<file path="src/rtl/mips_mem_arbiter_pkg.sv">
// Shared definitions for the mips_32 unified-memory arbiter: default widths,
// port identifiers and the response tag layout carried through the tag pipe.
package mips_mem_arbiter_pkg;

  localparam int ADDR_W_DEF     = 10;
  localparam int DATA_W_DEF     = 32;
  localparam int MEM_LAT_DEF    = 1;
  localparam int STARVE_MAX_DEF = 4;

  localparam logic PORT_IF = 1'b1;
  localparam logic PORT_D  = 1'b0;

  // Tag of one issued access. valid marks a read, port names the requester.
  typedef struct packed {
    logic valid;
    logic port;
  } tag_t;

  localparam int TAG_W = $bits(tag_t);

  function automatic logic tag_is_port(input tag_t t, input logic p);
    return t.valid & (t.port == p);
  endfunction

endpackage

</file>
<file path="src/rtl/mips_rsp_tag_pipe.sv">
// Fixed-depth shift register of response tags. The last stage lines up with the
// memory read data; the any-valid flag reports that a read is still in flight.
module mips_rsp_tag_pipe #(
  parameter int DEPTH = 1,
  parameter int W     = 2
) (
  input  logic         clk,
  input  logic         rst_n,
  input  logic [W-1:0] i_d,
  output logic [W-1:0] o_q,
  output logic         o_any_valid
);

  logic [W-1:0] r_pipe [DEPTH];

  always_ff @(posedge clk or negedge rst_n) begin
    if (!rst_n) begin
      for (int i = 0; i < DEPTH; i++) r_pipe[i] <= '0;
    end else begin
      r_pipe[0] <= i_d;
      for (int i = 1; i < DEPTH; i++) r_pipe[i] <= r_pipe[i-1];
    end
  end

  assign o_q = r_pipe[DEPTH-1];

  // The valid flag is the MSB of every stage.
  always_comb begin
    o_any_valid = 1'b0;
    for (int i = 0; i < DEPTH; i++) o_any_valid = o_any_valid | r_pipe[i][W-1];
  end

endmodule

</file>
<file path="src/rtl/mips_mem_arbiter.sv">
// Single-port memory arbiter between the IF fetch port and the MEM load/store port,
// with fetch anti-starvation, halt gating and latency-matched read response routing.
module mips_mem_arbiter
  import mips_mem_arbiter_pkg::*;
#(
  parameter int ADDR_W     = ADDR_W_DEF,
  parameter int DATA_W     = DATA_W_DEF,
  parameter int MEM_LAT    = MEM_LAT_DEF,
  parameter int STARVE_MAX = STARVE_MAX_DEF
) (
  input  logic              clk,
  input  logic              rst_n,
  input  logic              halt,
  // Both request ports: req is held with its payload until the matching gnt.
  input  logic              if_req,
  input  logic [ADDR_W-1:0] if_addr,
  output logic              if_gnt,
  output logic              if_rvalid,
  output logic [DATA_W-1:0] if_rdata,
  input  logic              d_req,
  input  logic              d_we,
  input  logic [ADDR_W-1:0] d_addr,
  input  logic [DATA_W-1:0] d_wdata,
  output logic              d_gnt,
  output logic              d_rvalid,
  output logic [DATA_W-1:0] d_rdata,
  output logic              mem_en,
  output logic              mem_we,
  output logic [ADDR_W-1:0] mem_addr,
  output logic [DATA_W-1:0] mem_wdata,
  input  logic [DATA_W-1:0] mem_rdata,
  output logic              busy
);

  localparam int              CNT_W      = $clog2(STARVE_MAX + 1);
  localparam logic [CNT_W-1:0] STARVE_SAT = CNT_W'(STARVE_MAX);

  logic [CNT_W-1:0]  r_starve_cnt;
  logic [DATA_W-1:0] r_if_rdata;
  logic [DATA_W-1:0] r_d_rdata;

  logic              w_eff_if;
  logic              w_starved;
  logic              w_if_gnt;
  logic              w_d_gnt;
  tag_t              w_tag_in;
  tag_t              w_tag_out;
  logic [TAG_W-1:0]  w_tag_out_bits;
  logic              w_busy;
  logic              w_if_rvalid;
  logic              w_d_rvalid;

  // Grants are gated by rst_n so every output is 0 while reset is asserted.
  assign w_eff_if  = if_req & ~halt;
  assign w_starved = (r_starve_cnt == STARVE_SAT);
  assign w_if_gnt  = rst_n & w_eff_if & (~d_req | w_starved);
  assign w_d_gnt   = rst_n & d_req & ~w_if_gnt;

  assign if_gnt = w_if_gnt;
  assign d_gnt  = w_d_gnt;
  assign mem_en = w_if_gnt | w_d_gnt;
  assign mem_we = w_d_gnt & d_we;

  always_comb begin
    mem_addr  = '0;
    mem_wdata = '0;
    if (w_if_gnt) begin
      mem_addr = if_addr;
    end else if (w_d_gnt) begin
      mem_addr  = d_addr;
      mem_wdata = d_wdata;
    end
  end

  always_ff @(posedge clk or negedge rst_n) begin
    if (!rst_n) begin
      r_starve_cnt <= '0;
    end else if (!w_eff_if || w_if_gnt) begin
      r_starve_cnt <= '0;
    end else if (!w_starved) begin
      r_starve_cnt <= r_starve_cnt + 1'b1;
    end
  end

  // Stores complete at grant, so only reads enter the tag pipe as valid.
  always_comb begin
    w_tag_in.valid = mem_en & ~mem_we;
    w_tag_in.port  = w_if_gnt ? PORT_IF : PORT_D;
  end

  mips_rsp_tag_pipe #(
    .DEPTH (MEM_LAT),
    .W     (TAG_W)
  ) u_tag_pipe (
    .clk         (clk),
    .rst_n       (rst_n),
    .i_d         (w_tag_in),
    .o_q         (w_tag_out_bits),
    .o_any_valid (w_busy)
  );

  assign w_tag_out  = tag_t'(w_tag_out_bits);
  assign w_if_rvalid = tag_is_port(w_tag_out, PORT_IF);
  assign w_d_rvalid  = tag_is_port(w_tag_out, PORT_D);
  assign if_rvalid  = w_if_rvalid;
  assign d_rvalid   = w_d_rvalid;
  assign busy       = w_busy;

  // Read data passes straight through on its response cycle and is held afterwards.
  always_ff @(posedge clk or negedge rst_n) begin
    if (!rst_n) begin
      r_if_rdata <= '0;
      r_d_rdata  <= '0;
    end else begin
      if (w_if_rvalid) r_if_rdata <= mem_rdata;
      if (w_d_rvalid)  r_d_rdata  <= mem_rdata;
    end
  end

  assign if_rdata = w_if_rvalid ? mem_rdata : r_if_rdata;
  assign d_rdata  = w_d_rvalid  ? mem_rdata : r_d_rdata;

endmodule

</file>
<file path="config.mk">
export PLATFORM = sky130hd
export DESIGN_NAME = mips_mem_arbiter
export DESIGN_NICKNAME = d
export VERILOG_FILES = /design/src/rtl/mips_mem_arbiter_pkg.sv /design/src/rtl/mips_rsp_tag_pipe.sv /design/src/rtl/mips_mem_arbiter.sv
export SDC_FILE = /design/constraint.sdc
export NUM_CORES = 1
export LEC_CHECK = 0
export BUFFER_PORTS_ARGS = -buffer_cell sky130_fd_sc_hd__buf_2
export CAP_MARGIN = 40
export CORE_MARGIN = 2
export CORE_UTILIZATION = 45
export CTS_CLUSTER_SIZE = 8
export DETAILED_ROUTE_END_ITERATION = 7
export GPL_TIMING_DRIVEN = 0
export PLACE_DENSITY = 0.86
export SYNTH_ARGS = -nofsm -noshare
export SYNTH_HDL_FRONTEND = slang
export SYNTH_SLANG_ARGS = --single-unit
</file>
<file path="constraint.sdc">
create_clock -name clk -period 3.6 [get_ports clk]
set_input_delay 0.72 -clock clk [delete_from_list [all_inputs] [get_ports clk]]
set_output_delay 0.72 -clock clk [all_outputs]
set_load 0.02 [all_outputs]
</file>
==> flow_metrics.env, run 1 <==
export IMPL_r2r_start="u_tag_pipe.o_q[1]"
export IMPL_cts_max_path_buffers=2
export IMPL_die_height_um=85.5
export IMPL_arrival_ns=2.25
export IMPL_worst_slack_ns=0.627
export IMPL_finalSetupViolCount=0
export IMPL_clock_sinks=69
export IMPL_final_net_count=519
export IMPL_yosys_area_share_simple=0.0892
export IMPL_port_buffers=202
export IMPL_crit_slowest_cell="buf_16"
export IMPL_num_vias=2468
export IMPL_relSlewSlack=0.800
export IMPL_syn_inst=213
export IMPL_grt_max_degree=73
export IMPL_ff_latch_area_um2=1730
export IMPL_antennaDiodeCount=0
export IMPL_finalCritPeriodShare=0.826
export IMPL_fin_crit_ns=2.97
export IMPL_boundaryPins=203
export IMPL_dpl_hpwl_mm=6.39
export IMPL_cpPeakStageDelay_ns=0.30
export IMPL_dieArea_um2=7310
export IMPL_clock_skew_ns=0.00549
export IMPL_drive_above_1_share=0.613
export IMPL_antenna_found_initial=0
export IMPL_syn_cell_area_um2=2990
export IMPL_die_w_um=85.5
export IMPL_fin_util=0.673
export IMPL_drt_iter0_drc=38
export IMPL_yosysSeqAreaShare=0.578
export IMPL_syn2layout_area_growth_pct=43.9
export IMPL_layout_commonest_cell="buf_2"
export IMPL_synth_fp_nets=305
export IMPL_crit_chain="buf_4 -> buf_16 -> nand2_1 -> a31oi_4 -> buf_2 -> and2_1 -> buf_2"
export IMPL_worst_setup_path_start_kind="input pin"
export IMPL_fmax_mhz=336
export IMPL_drv_cap=0
export IMPL_yosys_register_bits=69
export IMPL_status="finished clean"
export IMPL_drc=0
export IMPL_layout_common_cells="buf_2 (212), dfrtp_1 (69), mux2_2 (33), and2_1 (33), mux2_1 (31)"
export IMPL_ys_types=24
export IMPL_yosysWarnings=0
export IMPL_start_util=0.468
export IMPL_p_leak_nw=2.29
export IMPL_worst_ir_drop_vdd_mv=0.418
export IMPL_cts_hold_buf=0
export IMPL_tightest_slew_ns=0.301
export IMPL_clkTransAtPathRegs_ns=0.07
export IMPL_p_total_mw=2.26
export IMPL_cts_setup_buffers=0
export IMPL_cp_startpoint="rst_n"
export IMPL_worstSkewPairLatency_ns=0.33
export IMPL_finalHoldViolCount=0
export IMPL_avgSynthCellArea_um2=14.0
export IMPL_avgViaCountPerCell=4.86
export IMPL_synthMuxAreaShare=0.244
export IMPL_required_ns=2.88
export IMPL_wire_per_inst_um=15.6
export IMPL_grt_pass1_vias=2539
export IMPL_cts_tree="built"
export IMPL_synth_adder_area_share=0.00837
export IMPL_num_fill_cells=495
export IMPL_final_area_um2=4300
export IMPL_cts_resized=0
export IMPL_root_buffer="clkbuf_8"
export IMPL_path_max_fanout=63
export IMPL_cts_buffers=9
export IMPL_synth_top_family_by_area="multiplexers"
export IMPL_core_area_um2=6390
export IMPL_place_ws_ns=0.319
export IMPL_gp_congestion=0.864
export IMPL_crit_path_end_kind="output pin"
export IMPL_cp_top_family="buffers and inverters"
export IMPL_multi_input_area_um2=1180
export IMPL_overflow=0
export IMPL_synth_compound_area_frac=0.0490
export IMPL_slew_violations=0
export IMPL_synth_xor_area_frac=0.00293
export IMPL_crit_type="input pin to output pin"
export IMPL_ctsHtreeMaxLevel=3
export IMPL_worstPathBufferInverterCount=4
export IMPL_rows=29
export IMPL_dpl_cell_area_um2=4100
export IMPL_holdCritPathClass="input pin to asynchronous set/reset pin"
export IMPL_setup_tns_ns=0
export IMPL_ant_nets=0
export IMPL_firstDrtPassIters=4
export IMPL_grt_total_usage=0.217
export IMPL_worst_path_most_repeated_cell="buf_2"
export IMPL_rsz0062_at_grt="no"
export IMPL_power_density_nw_per_um2=526
export IMPL_routed_wl_mm=7.92
export IMPL_grt_pass1_wl_mm=12.2
## power by group
group          internal, mW  switching, mW
sequential            0.928         0.0398
clock                 0.316          0.256
combinational         0.283          0.440
## state kept, by name, indices dropped and copies added, names as in the netlist
| name | count |
|---|---|
| r_if_rdata | 32 |
| u_tag_pipe.o_q | 2 |
| r_starve_cnt | 3 |
| r_d_rdata | 32 |
## worst reg2reg max path, cell delays in order, from the launching register on
cell     delay (ns)
dfrtp_1        0.39
nand2_1        0.24
buf_2          0.33
mux2_2         0.39
## logic make-up after synthesis
logic type               count (synthesis)
AND/OR/NAND/NOR                         43
XOR/XNOR                                 1
multiplexers                            65
flip-flops                              69
adder cells (fa/ha/maj)                  2
AO/OA/AOI/OAI                           16
buffers and inverters                   17
## metrics by stage
step,std cells,hold slack [ns]
after floorplan,213,0.424
after global placement,492,0.467
after detailed placement,492,0.473
after CTS,507,0.489
after global routing,508,0.204
final,508,0.216
## layout make-up
cell class,count,share of cell area
Buffer,12,0.0154
Clock buffer,13,0.0323
Clock inverter,2,0.00815
Inverter,5,0.00436
Multi-Input combinational cell,127,0.274
Sequential cell,69,0.402
Tap cell,77,0.0224
Timing Repair Buffer,203,0.242
## per-layer routing
layer  wire length [µm]  vias up  share of wire  global-route usage
met5                  0        -              0                   0
met4                266        0          0.034               0.110
met3                653       19          0.082              0.0626
met2               4130      131           0.52               0.377
met1               2860     1156           0.36               0.243
li1                   -     1162              -                   -
## cell usage after synthesis (all sizes together)
| master | count | share of area |
|---|---|---|
| a21oi | 1 | 0.0017 |
| nand2 | 3 | 0.0046 |
| xnor2 | 1 | 0.0029 |
| o21a | 1 | 0.0025 |
| a22o | 10 | 0.029 |
| and2 | 33 | 0.069 |
| inv | 5 | 0.0063 |
| nor3 | 3 | 0.0050 |
| nand2b | 2 | 0.0050 |
| o21ai | 1 | 0.0017 |
| mux2i | 1 | 0.0033 |
| buf | 12 | 0.022 |
| nand3b | 1 | 0.0025 |
| a211oi | 1 | 0.0042 |
| dfrtp | 69 | 0.58 |
| a31oi | 1 | 0.0071 |
| mux2 | 64 | 0.24 |
| a21boi | 1 | 0.0025 |
| nor2b | 1 | 0.0029 |
| ha | 2 | 0.0084 |
## path summary, 6_finish.rpt
path / end / slack [ns] / depth (start not counted)
worst max-delay path: mem_we / 0.63 / 7
worst min-delay path: r_d_rdata[23] / 0.22 / 1
worst max register to register: r_if_rdata[4] / 2.13 / 3
worst min register to register: r_d_rdata[30] / 0.49 / 1
max in group asynchronous: r_starve_cnt[1] / 2.86 / 2
min in group clk: r_d_rdata[30] / 0.49 / 1
Note: power is estimated with default switching activity, not from simulation.
==> inputs of run 2 (changes only) <==
- CORE_UTILIZATION: 45 -> 42
- PLACE_DENSITY: 0.86 -> 0.81
- clock period: 3.6 -> 2.9 ns (I/O delays scaled with it)
==> run 2 against run 1 <==
  * Critical path depth shrank 1
  * Utilization decreased by 3.8 points
  * Clock skew down 0.0010 ns
  * Final area grew 0.96%
  * Die area is 6.8% higher
  * Sequential share of layout area is 0.38 points lower
  * Sequential cell count unchanged
  * Non-clock buffer count decreased by 1
  * Critical path type unchanged
  * Largest cell class unchanged
  * Largest power group unchanged
==> flow_metrics.env, run 2 (synthesis results as in run 1) <==
export IMPL_grt_pass1_vias=2593
export IMPL_hold_ws_ns=0.199
export IMPL_path_max_fanout=72
export IMPL_r2r_start="u_tag_pipe.o_q[1]"
export IMPL_core_area_um2=6830
export IMPL_die_w_um=88.4
export IMPL_drc=0
export IMPL_fmax_mhz=378
export IMPL_antenna_found_initial=0
export IMPL_grt_pass1_wl_mm=12.2
export IMPL_slew_violations=0
export IMPL_finalHoldViolCount=0
export IMPL_start_util=0.438
export IMPL_place_ws_ns=-0.113
export IMPL_crit_type="input pin to output pin"
export IMPL_wl_met1_mm=2.94
export IMPL_worst_ir_drop_vdd_mv=0.250
export IMPL_worst_slack_ns=0.256
export IMPL_relSlewSlack=0.662
export IMPL_dieArea_um2=7810
export IMPL_status="finished clean"
export IMPL_fin_crit_ns=2.64
export IMPL_drt_iter0_drc=40
export IMPL_r2r_slack_ns=1.41
export IMPL_p_leak_nw=2.30
export IMPL_firstDrtPassIters=4
export IMPL_syn2layout_area_growth_pct=45.2
export IMPL_grt_total_usage=0.206
export IMPL_clock_skew_ns=0.00449
export IMPL_boundaryPins=203
export IMPL_worst_setup_path_start_kind="input pin"
export IMPL_holdCritPathClass="input pin to asynchronous set/reset pin"
export IMPL_clkTransAtPathRegs_ns=0.07
export IMPL_ctsHtreeMaxLevel=3
export IMPL_grt_max_degree=73
export IMPL_top_regs="r_d_rdata (32), r_if_rdata (32), r_starve_cnt (3)"
export IMPL_dpl_cell_area_um2=4120
export IMPL_arrival_ns=2.06
export IMPL_p_total_mw=2.90
export IMPL_cts_tree="built"
export IMPL_overflow=0
export IMPL_worstSkewPairLatency_ns=0.33
export IMPL_antennaDiodeCount=0
export IMPL_die_height_um=88.4
export IMPL_root_buffer="clkbuf_8"
export IMPL_routed_wl_mm=8.11
export IMPL_gp_congestion=0.825
export IMPL_tightest_slew_ns=0.507
export IMPL_finalSetupViolCount=0
export IMPL_dpl_hpwl_mm=6.51
export IMPL_cts_buffers=9
export IMPL_layout_commonest_cell="buf_2"
export IMPL_finalCritPeriodShare=0.912
export IMPL_num_fill_cells=558
export IMPL_layout_common_cells="buf_2 (212), dfrtp_1 (69), mux2_2 (33), and2_1 (33), mux2_1 (31)"
export IMPL_cts_max_path_buffers=2
export IMPL_crit_path_end_kind="output pin"
export IMPL_top_layer="met4"
export IMPL_num_vias=2511
export IMPL_avgViaCountPerCell=4.76
export IMPL_final_net_count=518
export IMPL_required_ns=2.32
export IMPL_drive_above_1_share=0.619
export IMPL_clock_sinks=69
export IMPL_regToRegEndpoint="r_if_rdata[1]"
export IMPL_rows=30
export IMPL_met3RoutedLength_um=686
export IMPL_rsz0062_at_grt="no"
export IMPL_wire_per_inst_um=15.4
export IMPL_r2r_cells=3
export IMPL_port_buffers=202
export IMPL_final_area_um2=4340
export IMPL_wl_met2_mm=4.28
export IMPL_cts_hold_buf=0
export IMPL_ant_nets=0
export IMPL_drv_cap=0
export IMPL_setup_tns_ns=0
export IMPL_power_density_nw_per_um2=668
==> run 2: cell types whose count changed in the layout (fill, tap and decap cells not counted) <==
cell / change
buf_4: -1
clkbuf_8: +3
clkinvlp_4: +1
buf_16: -1
buf_8: +1
clkbuf_1: -3
==> run 2: what timing repair did <==
| item | CTS | global route |
|---|---|---|
| gates resized for setup | 1 | 2 |
| gates cloned | 0 | 0 |
| setup endpoints to repair | 38 | 32 |
| setup buffers | 0 | 0 |
| pin swaps | 0 | 0 |
==> run 2: report_power, final <==
group | leakage (nW) | switching (mW) | total, mW | internal, mW
Sequential | 0.813 | 0.0491 | 1.20 | 1.15
Combinational | 1.38 | 0.549 | 0.897 | 0.348
Clock | 0.106 | 0.338 | 0.805 | 0.467
==> run 2: metrics by stage <==
step,std cells,utilization
6_report,527,0.636
3_3_place_gp,511,0.603
2_1_floorplan,213,-
3_5_place_dp,511,0.603
5_1_grt,527,0.636
4_1_cts,527,0.635
==> run 2: area by class of cell <==
cell class | instances | area, µm² | area share
Sequential cell | 69 | 1730 | 0.398
Multi-Input combinational cell | 127 | 1180 | 0.271
Timing Repair Buffer | 202 | 1020 | 0.235
Clock buffer | 13 | 169 | 0.0389
Tap cell | 96 | 120 | 0.0277
Buffer | 12 | 66.3 | 0.0153
Clock inverter | 3 | 42.5 | 0.00980
Inverter | 5 | 18.8 | 0.00432
==> run 2: how the worst max path moves through the flow <==
stage                          to  depth (start not counted)  slack, ns   start
floorplan           mem_wdata[23]                          4       0.83  if_req
global placement    mem_wdata[22]                          6      -0.61   rst_n
detailed placement  mem_wdata[14]                          6      -0.11   rst_n
CTS                 mem_wdata[14]                          6       0.09   rst_n
global route        mem_wdata[14]                          6       0.05   rst_n
finish              mem_wdata[14]                          6       0.26   rst_n
==> run 2: critical path, stage by stage <==
cell and delay (ns):
buf_8 0.39, nand2_1 0.18, a31oi_4 0.30, buf_2 0.24
and2_1 0.18, buf_2 0.17
==> run 2: metal layers <==
metal  up-vias  global-route usage
met5         -                   0
met1      1211               0.220
met2       127               0.386
met3        15              0.0513
met4         0              0.0854
li1       1158                   -
==> inputs of run 3 (changes only) <==
- CORE_UTILIZATION: 42 -> 35
- PLACE_DENSITY: 0.81 -> 0.69
==> run 3 against run 2 <==
  * Final cell count increased by 1.9%
  * Clock power grew 4.5%
  * Non-clock buffer count up 2
  * Sequential power hardly changed
  * Power increased by 1.5%
  * Wire length is 4.8% higher
  * First-iteration DRC count is 38% lower
  * Hold slack got worse by 0.097 ns
  * Sequential share of layout area fell by 0.53 points
  * Clock skew increased by 0.0015 ns
  * Fmax hardly changed
  * Critical path type unchanged
  * Critical endpoint is now mem_addr[8]
  * Highest routed layer unchanged
==> flow_metrics.env, run 3 (synthesis results as in run 1) <==
export IMPL_dpl_cell_area_um2=4160
export IMPL_top_regs="r_d_rdata (32), r_if_rdata (32), r_starve_cnt (3)"
export IMPL_gp_congestion=0.850
export IMPL_clkTransAtPathRegs_ns=0.07
export IMPL_r2r_start="r_starve_cnt[0]"
export IMPL_firstDrtPassIters=3
export IMPL_r2r_slack_ns=1.43
export IMPL_holdCritPathClass="input pin to asynchronous set/reset pin"
export IMPL_arrival_ns=2.06
export IMPL_finalNonFillerCells=537
export IMPL_grt_busiest_layer="met2"
export IMPL_worstSkewPairLatency_ns=0.34
export IMPL_p_total_mw=2.94
export IMPL_required_ns=2.32
export IMPL_root_buffer="clkbuf_8"
export IMPL_cp_top_family="buffers and inverters"
export IMPL_fin_crit_ns=2.64
export IMPL_grt_max_degree=59
export IMPL_avgViaCountPerCell=4.67
export IMPL_num_fill_cells=775
export IMPL_slew_violations=0
export IMPL_status="finished clean"
export IMPL_cp_startpoint="rst_n"
export IMPL_worstPathBufferInverterCount=4
export IMPL_grt_pass1_wl_mm=12.3
export IMPL_dieArea_um2=9300
export IMPL_overflow=0
export IMPL_drive_above_1_share=0.620
export IMPL_die_w_um=96.4
export IMPL_worst_path_most_repeated_cell="buf_2"
export IMPL_regToRegEndpoint="u_tag_pipe.o_q[1]"
export IMPL_syn2layout_area_growth_pct=47.2
export IMPL_relSlewSlack=0.802
export IMPL_die_height_um=96.4
export IMPL_cts_buffers=9
export IMPL_layout_common_cells="buf_2 (212), dfrtp_1 (69), mux2_2 (33), and2_1 (33), mux2_1 (31)"
export IMPL_layout_commonest_cell="buf_2"
export IMPL_finalSetupViolCount=0
export IMPL_p_leak_nw=2.32
export IMPL_ant_nets=0
export IMPL_finalCritPeriodShare=0.912
export IMPL_final_net_count=520
export IMPL_antennaDiodeCount=0
export IMPL_endpoint="mem_addr[8]"
export IMPL_final_area_um2=4400
export IMPL_place_ws_ns=0.0942
export IMPL_cts_setup_buffers=0
export IMPL_tightest_slew_ns=0.298
export IMPL_crit_cells=7
export IMPL_ctsHtreeMaxLevel=3
export IMPL_power_density_nw_per_um2=669
export IMPL_cts_max_path_buffers=2
export IMPL_cts_resized=0
export IMPL_antenna_found_initial=0
export IMPL_start_util=0.362
export IMPL_cts_tree="built"
export IMPL_worst_slack_ns=0.256
export IMPL_grt_total_usage=0.178
export IMPL_drt_iter0_drc=25
export IMPL_num_vias=2507
export IMPL_fmax_mhz=378
export IMPL_drc=0
export IMPL_finalHoldViolCount=0
export IMPL_rows=33
export IMPL_gr_usage_met3=0.0551
export IMPL_cts_hold_buf=0
export IMPL_worst_setup_path_start_kind="input pin"
export IMPL_clock_sinks=69
export IMPL_worst_ir_drop_vdd_mv=0.209
export IMPL_crit_slowest_cell="a31oi_4"
export IMPL_dpl_cell_count=521
export IMPL_wire_per_inst_um=15.8
export IMPL_clock_skew_ns=0.00603
export IMPL_rsz0062_at_grt="no"
export IMPL_core_area_um2=8260
export IMPL_met2_usage=0.336
export IMPL_grt_pass1_vias=2586
export IMPL_port_buffers=202
export IMPL_boundaryPins=203
export IMPL_fin_util=0.533
export IMPL_met1_usage=0.181
export IMPL_r2r_cells=5
export IMPL_crit_chain="buf_4 -> buf_16 -> nand2_1 -> a31oi_4 -> buf_2 -> a22o_1 -> buf_2"
export IMPL_crit_path_end_kind="output pin"
export IMPL_dpl_hpwl_mm=6.95
export IMPL_routed_wl_mm=8.49
export IMPL_cpPeakStageDelay_ns=0.28
export IMPL_crit_type="input pin to output pin"
export IMPL_drv_cap=0
export IMPL_path_max_fanout=29
==> run 3: changes by cell type in the layout (fill, tap and decap cells not counted) <==
cell / previous run / this run
buf_8: 1 / 0
clkbuf_8: 12 / 10
clkbuf_16: 0 / 1
bufinv_16: 1 / 2
buf_4: 0 / 1
buf_16: 0 / 1
==> run 3: worst min-delay path by stage <==
stage	endpoint	cells after the start	from
detailed placement	r_d_rdata[20]	1	rst_n
global placement	r_d_rdata[4]	1	r_d_rdata[4]
global route	r_d_rdata[25]	1	rst_n
finish	r_if_rdata[25]	1	rst_n
CTS	r_d_rdata[25]	1	rst_n
floorplan	r_d_rdata[0]	0	rst_n
==> run 3: worst register-to-register path, delay by kind of cell, from the launching register on <==
kind            cells  cell delay [ns]
fa+ha+maj           1             0.26
compound gates      2             0.39
flops               1             0.40
buf+inv             2             0.31
==> run 3: metal layers <==
layer | routed length, µm | part of all wire | vias up
met2 | 4520 | 0.53 | 131
met1 | 3050 | 0.36 | 1195
met4 | 181 | 0.021 | 0
met3 | 743 | 0.087 | 16
li1 | - | - | 1165
met5 | 0 | 0 | -
==> run 3: layout make-up <==
type	instances	area [µm²]	area share
Sequential cell	69	1730	0.392
Buffer	12	66.3	0.0151
Tap cell	105	131	0.0299
Inverter	5	18.8	0.00426
Multi-Input combinational cell	127	1180	0.268
Timing Repair Buffer	204	1070	0.242
Clock inverter	4	72.6	0.0165
Clock buffer	11	141	0.0321
==> run 3: power breakdown <==
part | internal (mW) | switching [mW] | leakage, nW
Combinational | 0.354 | 0.550 | 1.40
Sequential | 1.15 | 0.0479 | 0.813
Clock | 0.502 | 0.339 | 0.105
==> run 3: metrics by stage <==
step / hold WS (ns) / setup TNS (ns)
floorplan: 0.284 / 0
global placement: 0.467 / -25.67
detailed placement: 0.457 / 0
CTS: 0.0744 / 0
global route: 0.0999 / 0
finish: 0.102 / 0
